**config.mk**
```make
export PLATFORM = sky130hd
export DESIGN_NAME = pipe_stage_reg
export DESIGN_NICKNAME = d
export VERILOG_FILES = /design/src/rtl/pipe_stage_reg.sv
export SDC_FILE = /design/constraint.sdc
export NUM_CORES = 1
export LEC_CHECK = 0
export BUFFER_PORTS_ARGS = -buffer_cell sky130_fd_sc_hd__buf_2
export CAP_MARGIN = 20
export CORE_AREA = 2 2 153 155
export CTS_CLUSTER_DIAMETER = 100
export CTS_CLUSTER_SIZE = 8
export DETAILED_ROUTE_END_ITERATION = 8
export DIE_AREA = 0 0 155 157
export SKIP_CTS_REPAIR_TIMING = 1
export SLEW_MARGIN = 30
export SYNTH_ARGS = -nofsm -noshare
export SYNTH_HDL_FRONTEND = slang
export SYNTH_SLANG_ARGS = --single-unit
```
**constraint.sdc**
```tcl
create_clock -name clk -period 7.7 [get_ports clk]
set_input_delay 0.385 -clock clk [delete_from_list [all_inputs] [get_ports clk]]
set_output_delay 0.385 -clock clk [all_outputs]
set_load 0.01 [all_outputs]
```
**src/rtl/pipe_stage_reg.sv**
```systemverilog
// Parametrised inter-stage pipeline register with valid, stall, flush and tNew countdown.
// Define PIPE_STAGE_PERF_CNT_EN to build the saturating stall/bubble performance counters.
module pipe_stage_reg #(
    parameter int unsigned DATA_W   = 64,
    parameter logic [31:0] PC_RESET = 32'h0000_3000,
    parameter int unsigned T_W      = 5,
    parameter int unsigned TNEW_DEC = 1,
    parameter int unsigned CNT_W    = 16
) (
    input  logic              clk,
    input  logic              reset,
    input  logic              stall,
    input  logic              flush,
    input  logic              in_valid,
    input  logic [31:0]       in_pc,
    input  logic [31:0]       in_instr,
    input  logic [DATA_W-1:0] in_data,
    input  logic              in_we,
    input  logic [4:0]        in_wa,
    input  logic [31:0]       in_wd,
    input  logic [T_W-1:0]    in_tnew,
    input  logic [T_W-1:0]    in_tuse_rs,
    input  logic [T_W-1:0]    in_tuse_rt,
    output logic              out_valid,
    output logic [31:0]       out_pc,
    output logic [31:0]       out_instr,
    output logic [DATA_W-1:0] out_data,
    output logic              out_we,
    output logic [4:0]        out_wa,
    output logic [31:0]       out_wd,
    output logic [T_W-1:0]    out_tnew,
    output logic [T_W-1:0]    out_tuse_rs,
    output logic [T_W-1:0]    out_tuse_rt,
    output logic [CNT_W-1:0]  stall_cnt,
    output logic [CNT_W-1:0]  bubble_cnt
);

    localparam int unsigned PC_W = 32;
    localparam int unsigned RA_W = 5;

    logic              valid_q,  valid_d;
    logic [PC_W-1:0]   pc_q,     pc_d;
    logic [PC_W-1:0]   instr_q,  instr_d;
    logic [DATA_W-1:0] data_q,   data_d;
    logic              we_q,     we_d;
    logic [RA_W-1:0]   wa_q,     wa_d;
    logic [PC_W-1:0]   wd_q,     wd_d;
    logic [T_W-1:0]    tnew_q,   tnew_d;
    logic [T_W-1:0]    rs_q,     rs_d;
    logic [T_W-1:0]    rt_q,     rt_d;

    logic [T_W-1:0]    tnew_next_c;
    logic              we_gated_c;
    logic              load_c;

    // tNew counts down by one per stage, saturating at zero.
    always_comb begin
        tnew_next_c = in_tnew;
        if ((TNEW_DEC != 0) && (in_tnew != '0)) begin
            tnew_next_c = in_tnew - T_W'(1);
        end
    end

    // A bubble or a $zero target never writes the register file.
    assign we_gated_c = in_we && in_valid && (in_wa != '0);
    assign load_c     = !flush && !stall;

    always_comb begin
        valid_d = valid_q;
        pc_d    = pc_q;
        instr_d = instr_q;
        data_d  = data_q;
        we_d    = we_q;
        wa_d    = wa_q;
        wd_d    = wd_q;
        tnew_d  = tnew_q;
        rs_d    = rs_q;
        rt_d    = rt_q;
        if (flush) begin
            valid_d = 1'b0;
            pc_d    = PC_RESET;
            instr_d = '0;
            data_d  = '0;
            we_d    = 1'b0;
            wa_d    = '0;
            wd_d    = '0;
            tnew_d  = '0;
            rs_d    = '0;
            rt_d    = '0;
        end else if (load_c) begin
            valid_d = in_valid;
            pc_d    = in_pc;
            instr_d = in_instr;
            data_d  = in_data;
            we_d    = we_gated_c;
            wa_d    = in_wa;
            wd_d    = in_wd;
            tnew_d  = tnew_next_c;
            rs_d    = in_tuse_rs;
            rt_d    = in_tuse_rt;
        end
    end

    always_ff @(posedge clk or posedge reset) begin
        if (reset) begin
            valid_q <= 1'b0;
            pc_q    <= PC_RESET;
            instr_q <= '0;
            data_q  <= '0;
            we_q    <= 1'b0;
            wa_q    <= '0;
            wd_q    <= '0;
            tnew_q  <= '0;
            rs_q    <= '0;
            rt_q    <= '0;
        end else begin
            valid_q <= valid_d;
            pc_q    <= pc_d;
            instr_q <= instr_d;
            data_q  <= data_d;
            we_q    <= we_d;
            wa_q    <= wa_d;
            wd_q    <= wd_d;
            tnew_q  <= tnew_d;
            rs_q    <= rs_d;
            rt_q    <= rt_d;
        end
    end

    assign out_valid   = valid_q;
    assign out_pc      = pc_q;
    assign out_instr   = instr_q;
    assign out_data    = data_q;
    assign out_we      = we_q;
    assign out_wa      = wa_q;
    assign out_wd      = wd_q;
    assign out_tnew    = tnew_q;
    assign out_tuse_rs = rs_q;
    assign out_tuse_rt = rt_q;

`ifdef PIPE_STAGE_PERF_CNT_EN
    logic [CNT_W-1:0] stall_cnt_q,  stall_cnt_d;
    logic [CNT_W-1:0] bubble_cnt_q, bubble_cnt_d;
    logic             stall_ev_c;
    logic             bubble_ev_c;

    // A load of an invalid slot counts as a bubble just like a flush.
    assign stall_ev_c  = stall && !flush;
    assign bubble_ev_c = flush || (load_c && !in_valid);

    always_comb begin
        stall_cnt_d  = stall_cnt_q;
        bubble_cnt_d = bubble_cnt_q;
        if (stall_ev_c && (stall_cnt_q != '1)) begin
            stall_cnt_d = stall_cnt_q + CNT_W'(1);
        end
        if (bubble_ev_c && (bubble_cnt_q != '1)) begin
            bubble_cnt_d = bubble_cnt_q + CNT_W'(1);
        end
    end

    always_ff @(posedge clk or posedge reset) begin
        if (reset) begin
            stall_cnt_q  <= '0;
            bubble_cnt_q <= '0;
        end else begin
            stall_cnt_q  <= stall_cnt_d;
            bubble_cnt_q <= bubble_cnt_d;
        end
    end

    assign stall_cnt  = stall_cnt_q;
    assign bubble_cnt = bubble_cnt_q;
`else
    assign stall_cnt  = '0;
    assign bubble_cnt = '0;
`endif

endmodule

```
==> flow_metrics.env <==
export IMPL_status="completed"
export IMPL_dr_pass1_iters=4
export IMPL_cts_buffers=17
export IMPL_pre_cts_slack_ns=5.40
export IMPL_p_per_area_nw_per_um2=220
export IMPL_synth_cells=639
export IMPL_setup_slack_ns=5.84
export IMPL_ant_nets=0
export IMPL_globalplace_congestion=0.766
export IMPL_gr_usage_met3_pct=5.37
export IMPL_grt_max_degree=97
export IMPL_synth_top_cells_by_area="dfrtp_1, mux2i_1, nor2_1"
export IMPL_antenna_found_initial=0
export IMPL_max_clock_freq_ghz=0.538
export IMPL_final_cell_mix="buf_2, dfrtp_1, nor2_1"
export IMPL_worstPathRequired_ns=7.97
export IMPL_critPathCaptureType="register"
export IMPL_final_nets=1175
export IMPL_min_path_type="input pin to register"
export IMPL_fin_crit_sh_pct=24.2
export IMPL_dieArea_um2=24300
export IMPL_die_height_um=157
export IMPL_antenna_cells=0
export IMPL_io_buffers=367
export IMPL_syn_to_final_growth_pct=32.1
export IMPL_core_area_um2=22500
export IMPL_syn_cell_area_um2=7710
export IMPL_synth_seq_cells=182
export IMPL_grt_pass1_vias=5595
export IMPL_synth_top_cell_area_share_pct=58.5
export IMPL_setup_viol=0
export IMPL_initial_core_util_pct=34.2
export IMPL_drtIter0Drc=303
export IMPL_final_common_cell="buf_2"
export IMPL_final_area_um2=10200
export IMPL_grt_pass1_wl_mm=30.7
export IMPL_ys_warn_count=0
export IMPL_startpoint_type="input pin"
export IMPL_power_uw=2240
export IMPL_ys_types=30
export IMPL_clockBufferDepth=2
export IMPL_cts_tree="built"
export IMPL_clock_latency_ns=0.42
export IMPL_slew_headroom_pct=43.4
export IMPL_critical_path_class="input pin to register"
export IMPL_yosysSeqAreaShare_pct=59.1
export IMPL_post_drt_wl_per_cell_um=15.6
export IMPL_r2r_start="out_tnew[0]"
export IMPL_cts_root_buffer="clkbuf_16"
export IMPL_avgSynthCellArea_um2=12.1
export IMPL_path_max_fanout=81
export IMPL_leakage_uw=0.00591
export IMPL_worstMarginPinSlew_ns=0.848
export IMPL_drcViolationCount=0
export IMPL_path_clk_slew_ns=0.08
export IMPL_vdd_drop_max_v=0.000117
export IMPL_rsz0062_at_grt="false"
export IMPL_maxCapViolCount=0
export IMPL_grt_usage_pct=16.1
export IMPL_wl_mm=20.1
export IMPL_cts_max_level=4
export IMPL_fin_worst_skew_ns=0
export IMPL_grtUsageMet1_pct=20.6
export IMPL_hold_depth=3
export IMPL_holdWs_ns=0.193
export IMPL_hpwl_mm=13.8
export IMPL_critical_path_reg2reg_endpoint="out_tnew[0]"
export IMPL_via_count=5785
export IMPL_cp_arrival_ns=2.13
export IMPL_cts_sinks=182
export IMPL_viasPerCell=4.51
export IMPL_min_from="in_wd[13]"
export IMPL_synth_area_leader_cell="dfrtp_1"
export IMPL_fillers=2232
export IMPL_fin_setup_tns_ns=0
export IMPL_overflow=0
export IMPL_row_count=55
export IMPL_r2r_setup_slack_ns=6.90
export IMPL_dpl_instance_area_um2=9570
export IMPL_busiest_layer="met2"
export IMPL_drive_gt1_share_pct=40.5
export IMPL_drv_slew=0
export IMPL_finalHoldViolCount=0
export IMPL_period_minus_slack_ns=1.86
export IMPL_whs_endpoint="out_wd[13]"
export IMPL_die_width_um=155
export IMPL_reg2reg_depth=1
export IMPL_io_pins=400
export IMPL_globalRouteMet2Util_pct=26.0
==> metrics by stage <==
stage / cells / util (%)
2_1_floorplan: 670 / -
3_3_place_gp: 1253 / 42.5
3_5_place_dp: 1253 / 42.5
4_1_cts: 1283 / 45.2
5_1_grt: 1284 / 45.2
6_report: 1284 / 45.2
==> cells in the mapped netlist <==
master,number
a22oi_1,1
a221o_1,2
dfrtp_1,180
a21oi_1,2
nor3_1,2
a211o_1,2
nand2_1,3
nor2_1,175
inv_1,5
nor3b_1,1
nor2b_1,3
o21ai_0,1
buf_1,6
o41ai_1,1
o31ai_1,1
buf_4,39
nor4b_4,1
o2111ai_1,1
or4_1,1
xnor2_1,1
mux2i_1,174
conb_1,1
buf_2,7
dfstp_2,2
clkbuf_1,11
o311ai_0,1
or3_1,1
ha_1,1
nor4_1,2
buf_6,11
==> layer usage <==
metal / wire [µm] / vias to the layer above
met1: 8450 / 2751
met3: 1730 / 15
met5: 0 / -
li1: - / 2758
met4: 271 / 0
met2: 9600 / 261
==> kinds of logic (layout without fill, tap and decap cells) <==
group	count (synthesis)	after routing	synth area share, %
compound gates	12	12	1.22
other cells	1	32	0.0487
simple gates	189	189	9.79
xor+xnor	1	1	0.114
flops	182	182	59.1
fa+ha+maj	1	1	0.162
mux	174	174	22.6
buf+inv	79	408	6.93
==> how the worst max path moves through the flow <==
stage,from,slack [ns],depth (start not counted),endpoint
2_1_floorplan,reset,2.37,1,out_data[0]
3_3_place_gp,stall,5.23,4,out_pc[15]
3_5_place_dp,stall,5.40,4,out_data[55]
4_1_cts,stall,5.86,4,out_data[55]
5_1_grt,stall,5.77,4,out_data[55]
6_report,stall,5.84,4,out_wd[7]
==> registers in the layout, summed over array words and instances, names as in the netlist <==
| register | flops |
|---|---|
| out_data | 64 |
| out_instr | 32 |
| out_pc | 32 |
| out_wd | 32 |
| out_tnew | 5 |
| out_tuse_rs | 5 |
| out_tuse_rt | 5 |
| out_wa | 5 |
| out_valid | 1 |
| out_we | 1 |
==> where the power goes <==
group	total, µW	switching [µW]	internal (µW)
Sequential	1040	27.8	1010
Clock	902	387	515
Combinational	298	167	130
==> layout make-up <==
class	count	area [µm²]	share of cell area [%]
flip-flops and latches	182	4560	44.8
multi-input cells	409	2730	26.8
repair buffers	373	1920	18.8
clock buffers	18	429	4.22
well taps	285	357	3.50
clock inverters	12	168	1.65
inverters	5	23.8	0.234
==> worst max-delay path, cell delays in order <==
cell     delay (ns)
buf_8          0.55
buf_4          0.77
mux2i_1        0.26
nor2_1         0.06
(Power assumes the default switching activity.)
